## config.mk

```make
export PLATFORM = sky130hd
export DESIGN_NAME = cordic_ci_ctrl
export DESIGN_NICKNAME = d
export VERILOG_FILES = /design/src/rtl/cordic_pkg.sv /design/src/rtl/fp_operand_classify.sv /design/src/rtl/cordic_ci_ctrl.sv
export SDC_FILE = /design/constraint.sdc
export NUM_CORES = 1
export LEC_CHECK = 0
export CAP_MARGIN = 20
export CORE_UTILIZATION = 40
export DETAILED_ROUTE_END_ITERATION = 10
export PLACE_DENSITY = 0.85
export SKIP_CTS_REPAIR_TIMING = 1
export SYNTH_ARGS = -nofsm -noshare
export SYNTH_HDL_FRONTEND = slang
export SYNTH_SLANG_ARGS = --single-unit
```

## constraint.sdc

```tcl
create_clock -name clk -period 1.8 [get_ports clk]
set_input_delay 0.36 -clock clk [delete_from_list [all_inputs] [get_ports clk]]
set_output_delay 0.36 -clock clk [all_outputs]
set_load 0.03 [all_outputs]
```

## src/rtl/cordic_pkg.sv

```systemverilog
// Shared definitions for the CORDIC cosine custom-instruction front end.
// Holds the controller state encoding, the float32 constants returned for
// operands resolved locally, the exponent limit of the core's convergence
// range and the default core latency.
package cordic_pkg;

  typedef enum logic [1:0] {
    ST_IDLE = 2'd0,
    ST_RUN  = 2'd1,
    ST_FIN  = 2'd2
  } ci_state_t;

  localparam logic [31:0] FP_QNAN = 32'h7FC0_0000;
  localparam logic [31:0] FP_ONE  = 32'h3F80_0000;

  // Biased exponent at and above which |x| >= 2.0: outside Q1.20 and the
  // CORDIC convergence range.
  localparam logic [7:0] EXP_RANGE_LIMIT = 8'h80;
  localparam logic [7:0] EXP_ALL_ONES    = 8'hFF;
  localparam logic [7:0] EXP_ZERO        = 8'h00;

  localparam int CORE_LATENCY_DEFAULT = 6;
  localparam int CNT_W                = 4;

endpackage

```

## src/rtl/fp_operand_classify.sv

```systemverilog
// Combinational screen for float32 cosine operands.
//   operand        : float32 angle in radians
//   is_special     : high when the operand is resolved without the core
//   special_result : float32 result for special operands (0 otherwise)
// Inf/NaN and |x| >= 2.0 give a quiet NaN; zero and subnormals give 1.0
// (cos of a value this small rounds to exactly 1.0 in single precision).
module fp_operand_classify
  import cordic_pkg::*;
(
  input  logic [31:0] operand,
  output logic        is_special,
  output logic [31:0] special_result
);

  logic [7:0] exp_f;
  logic       unused_bits;

  assign exp_f = operand[30:23];
  // Sign and mantissa never affect the classification.
  assign unused_bits = ^{operand[31], operand[22:0]};

  always_comb begin
    is_special     = 1'b1;
    special_result = FP_QNAN;
    if (exp_f == EXP_ALL_ONES) begin
      special_result = FP_QNAN;
    end else if (exp_f >= EXP_RANGE_LIMIT) begin
      special_result = FP_QNAN;
    end else if (exp_f == EXP_ZERO) begin
      special_result = FP_ONE;
    end else begin
      is_special     = 1'b0;
      special_result = 32'h0000_0000;
    end
  end

endmodule

```

## src/rtl/cordic_ci_ctrl.sv

```systemverilog
// Multicycle custom-instruction front end for the CORDIC cosine core.
//   clk, reset     : single clock, synchronous active-high reset (wins over clk_en)
//   clk_en         : when low every register holds
//   start, dataa   : request handshake and float32 angle
//   done, result   : one-cycle completion strobe and registered float32 cos
//   core_float_in  : registered operand to the external core
//   core_float_out : core result, settled CORE_LATENCY edges after an operand change
// Special operands finish locally one cycle after accept; normal operands are
// held on core_float_in and the core output is captured after CORE_LATENCY
// enabled cycles.
module cordic_ci_ctrl
  import cordic_pkg::*;
#(
  parameter int CORE_LATENCY = CORE_LATENCY_DEFAULT
) (
  input  logic        clk,
  input  logic        reset,
  input  logic        clk_en,
  input  logic        start,
  input  logic [31:0] dataa,
  output logic        done,
  output logic [31:0] result,
  output logic [31:0] core_float_in,
  input  logic [31:0] core_float_out
);

  localparam logic [CNT_W-1:0] CNT_INIT = CORE_LATENCY[CNT_W-1:0];

  ci_state_t        state_q;
  ci_state_t        state_d;
  logic [CNT_W-1:0] cnt_q;

  logic        is_special;
  logic [31:0] special_result;

  logic accept_special;
  logic accept_normal;
  logic capture;

  fp_operand_classify u_classify (
    .operand        (dataa),
    .is_special     (is_special),
    .special_result (special_result)
  );

  always_ff @(posedge clk) begin
    if (reset) begin
      state_q <= ST_IDLE;
    end else if (clk_en) begin
      state_q <= state_d;
    end
  end

  always_comb begin
    state_d = state_q;
    case (state_q)
      ST_IDLE: if (start) state_d = is_special ? ST_FIN : ST_RUN;
      ST_RUN:  if (cnt_q == 4'd1) state_d = ST_FIN;
      ST_FIN:  state_d = ST_IDLE;
      default: state_d = ST_IDLE;
    endcase
  end

  always_comb begin
    done           = (state_q == ST_FIN);
    accept_special = clk_en && start && (state_q == ST_IDLE) && is_special;
    accept_normal  = clk_en && start && (state_q == ST_IDLE) && !is_special;
    capture        = clk_en && (state_q == ST_RUN) && (cnt_q == 4'd1);
  end

  // core_float_in moves only on a normal accept, so the core output stays
  // settled through any clk_en stall before capture.
  always_ff @(posedge clk) begin
    if (reset) begin
      result        <= 32'h0000_0000;
      core_float_in <= 32'h0000_0000;
      cnt_q         <= '0;
    end else if (clk_en) begin
      if (accept_normal) begin
        core_float_in <= dataa;
        cnt_q         <= CNT_INIT;
      end else if (state_q == ST_RUN) begin
        cnt_q <= cnt_q - 4'd1;
      end

      if (accept_special) begin
        result <= special_result;
      end else if (capture) begin
        result <= core_float_out;
      end
    end
  end

endmodule
```

==> results.cfg, run 1 <==
[pwr]
cellInternalPower_mw = 2.71
seqPwrFrac_pct = 45.7
p_leak_nw = 1.60
switchingPower_mw = 0.826
power_frac_comb_pct = 13.5
ir_drop_v = 0.000458
clkPwrFrac_pct = 40.8
switching_share_pct = 23.3
p_per_area_nw_per_um2 = 811
finalPower_mw = 3.54

[hold_path]
hold-path-endpoint = result[3]
hp-start = result[3]
worstHoldPathCells = 2
hold_path_class = reg -> reg

[timing]
setup_viol_count_final = 0
period_minus_slack_ns = 1.75
finalHoldViolations = 0
setup-tns-final_ns = 0
rsz0062_at_grt = no
drv_slew = 0
whs_ns = 0.455
clock_skew_ns = 0.0102
timing.final.crit_share_pct = 97.4
worstMarginPinSlew_ns = 0.368
max-slew-margin-rel_pct = 75.4
setup_ws_ns = 0.0466
fmax_ghz = 0.570

[logic_synthesis]
ys_seq_elements = 70
yosysMostFrequentCell = dfxtp_1
synth_nets = 356
synth_seq_area_share_pct = 53.2
synth_top_area_cell = dfxtp_1
async_reset_ff_share_pct = 0
yosysUniqueCellTypes = 33
synth_area_um2 = 2640
syn_inst = 286
avgSynthCellArea_um2 = 9.22
ys.flop_type = dfxtp_1
synthTopCellsByArea = dfxtp_1, mux2i_1, nand2_1, a21oi_1, nor2_1
synth_common_cells = dfxtp_1, nand2_1, nor2_1
synth-edff-count = 0
yosysTopAreaCellShare_pct = 53.2
yosys_warnings = 0

[setup_path]
worstPathMaxFanout = 2
required_ns = 1.44
crit_slowest_cell = clkdlybuf4s50_1
r2r_slack_ns = 0.19
worstPathArrival_ns = 1.39
path_delay_family = buffers and inverters
cpPeakStageDelay_ns = 0.70
critPathBufInv = 1
crit_path_end_kind = output pin
ff2ff_path_depth = 5
r2r_start = state_q[0]
path_class = reg -> out
worst_r2r_endpoint = core_float_in[5]
path_cells = clkdlybuf4s50_1
crit_path_start_kind = flop

[layout]
syn_to_final_growth_pct = 65.5
nFillCells = 495
drive_gt1_share_pct = 9.26
register_area_um2 = 1400
instances_no_fill = 509
fin_nets = 497
final_util_pct = 68.7
multi_input_area_um2 = 1130
num_antenna_cells = 0
design_area_um2 = 4360

[detailed_routing]
routedWlPerCell_um = 14.9
drc = 0
vias_per_cell = 4.88
ant_nets = 0
dr.pass1.iters = 4
vias = 2484
drt-initial-drc-count = 116
routed_wl_mm = 7.56

[placement]
dpl_cell_area_um2 = 4110
pre_cts_slack_ns = -0.364
port_buffers = 132
dp_hpwl_mm = 5.52
placed_cells = 493
gp_congestion = 0.779

[grt]
grt-ovfl-total = 0
grt_pass1_vias = 2479
grt_pass1_wl_mm = 12.0
antenna_found_initial = 0
grt_usage_pct = 22.2
grt_start_max_net_pins = 33

[clocking]
path_clk_slew_ns = 0.08
cts_max_level = 3
cts_buffers = 9
clock_sinks = 70
cts_tree = built
clk_path_buf_depth = 2
clockRootBuffer = clkbuf_8
clk_latency_ns = 0.34

[floorplanning]
rows = 29
die_width_um = 83.2
core_region_area_um2 = 6350
dieArea_um2 = 6920
start_util_pct = 41.5
fp.dieH_um = 83.2
ios = 133

[outcome]
status = finished clean

[job]
drv_cap = 0
-- power groups by stage --
stage | clock network, mW | registers [mW] | logic [mW]
global route | 1.54 | 1.62 | 0.507
global placement | 0 | 1.65 | 0.464
finish | 1.44 | 1.62 | 0.478
floorplan | 0 | 1.72 | 0.133
detailed placement | 0 | 1.65 | 0.474
CTS | 1.46 | 1.62 | 0.477
-- layout by cell type (no fill, tap or decap), drive strengths merged, types with 5 or more instances in the layout --
master | Yosys | final
nand2 | 64 | 64
mux2i | 31 | 31
o21ai | 5 | 5
nor2 | 34 | 34
buf | 12 | 17
a31oi | 9 | 9
clkbuf | 7 | 11
dfxtp | 70 | 70
clkdlybuf4s50 | 0 | 129
a21oi | 27 | 27
-- per-layer routing --
metal	global-route usage, %	wire [um]	vias up
met5	0	0	-
met4	10.2	208	0
met3	6.66	371	16
met2	39.3	4000	74
met1	24.4	2980	1162
li1	-	-	1232
-- layout make-up --
class	count	share of cell area, %
timing repair buffer	149	34.2
sequential	70	32.1
multi-input combinational	194	25.8
clock buffer	11	3.47
tap	77	2.21
clock inverter	5	1.86
inverter	3	0.258
-- worst max path at each step --
stage                                  from  slack [ns]  depth (start not counted)                 to
after detailed placement          dataa[23]       -0.36                          5         result[30]
final                     core_float_in[10]        0.05                          1  core_float_in[10]
after CTS                        state_q[1]       -0.21                          2               done
after global placement            dataa[23]       -0.33                          5         result[22]
after floorplan                  state_q[0]        0.24                          5  core_float_in[10]
after global routing       core_float_in[0]       0.009                          1   core_float_in[0]
-- kinds of logic after synthesis --
family / after synthesis / share of synthesized area, %
buffers and inverters: 22 / 4.56
adders and majority gates: 2 / 0.949
DFF: 70 / 53.2
and+or+nand+nor: 114 / 19.0
AOI/OAI and AO/OA: 44 / 9.54
xor gates and xnor gates: 3 / 0.997
muxes: 31 / 11.8
-- flip-flops by register name, summed over array words and instances (netlist names) --
| register | flops |
|---|---|
| cnt_q | 4 |
| core_float_in | 32 |
| result | 32 |
| state_q | 2 |
No activity file was read; power rests on OpenSTA's default activity.
==> run 2: changes to the inputs <==
CTS_CLUSTER_DIAMETER = 60   (was unset)
==> results of run 2 <==
No change in the layout: final DEF, timing and power equal those of run 1.
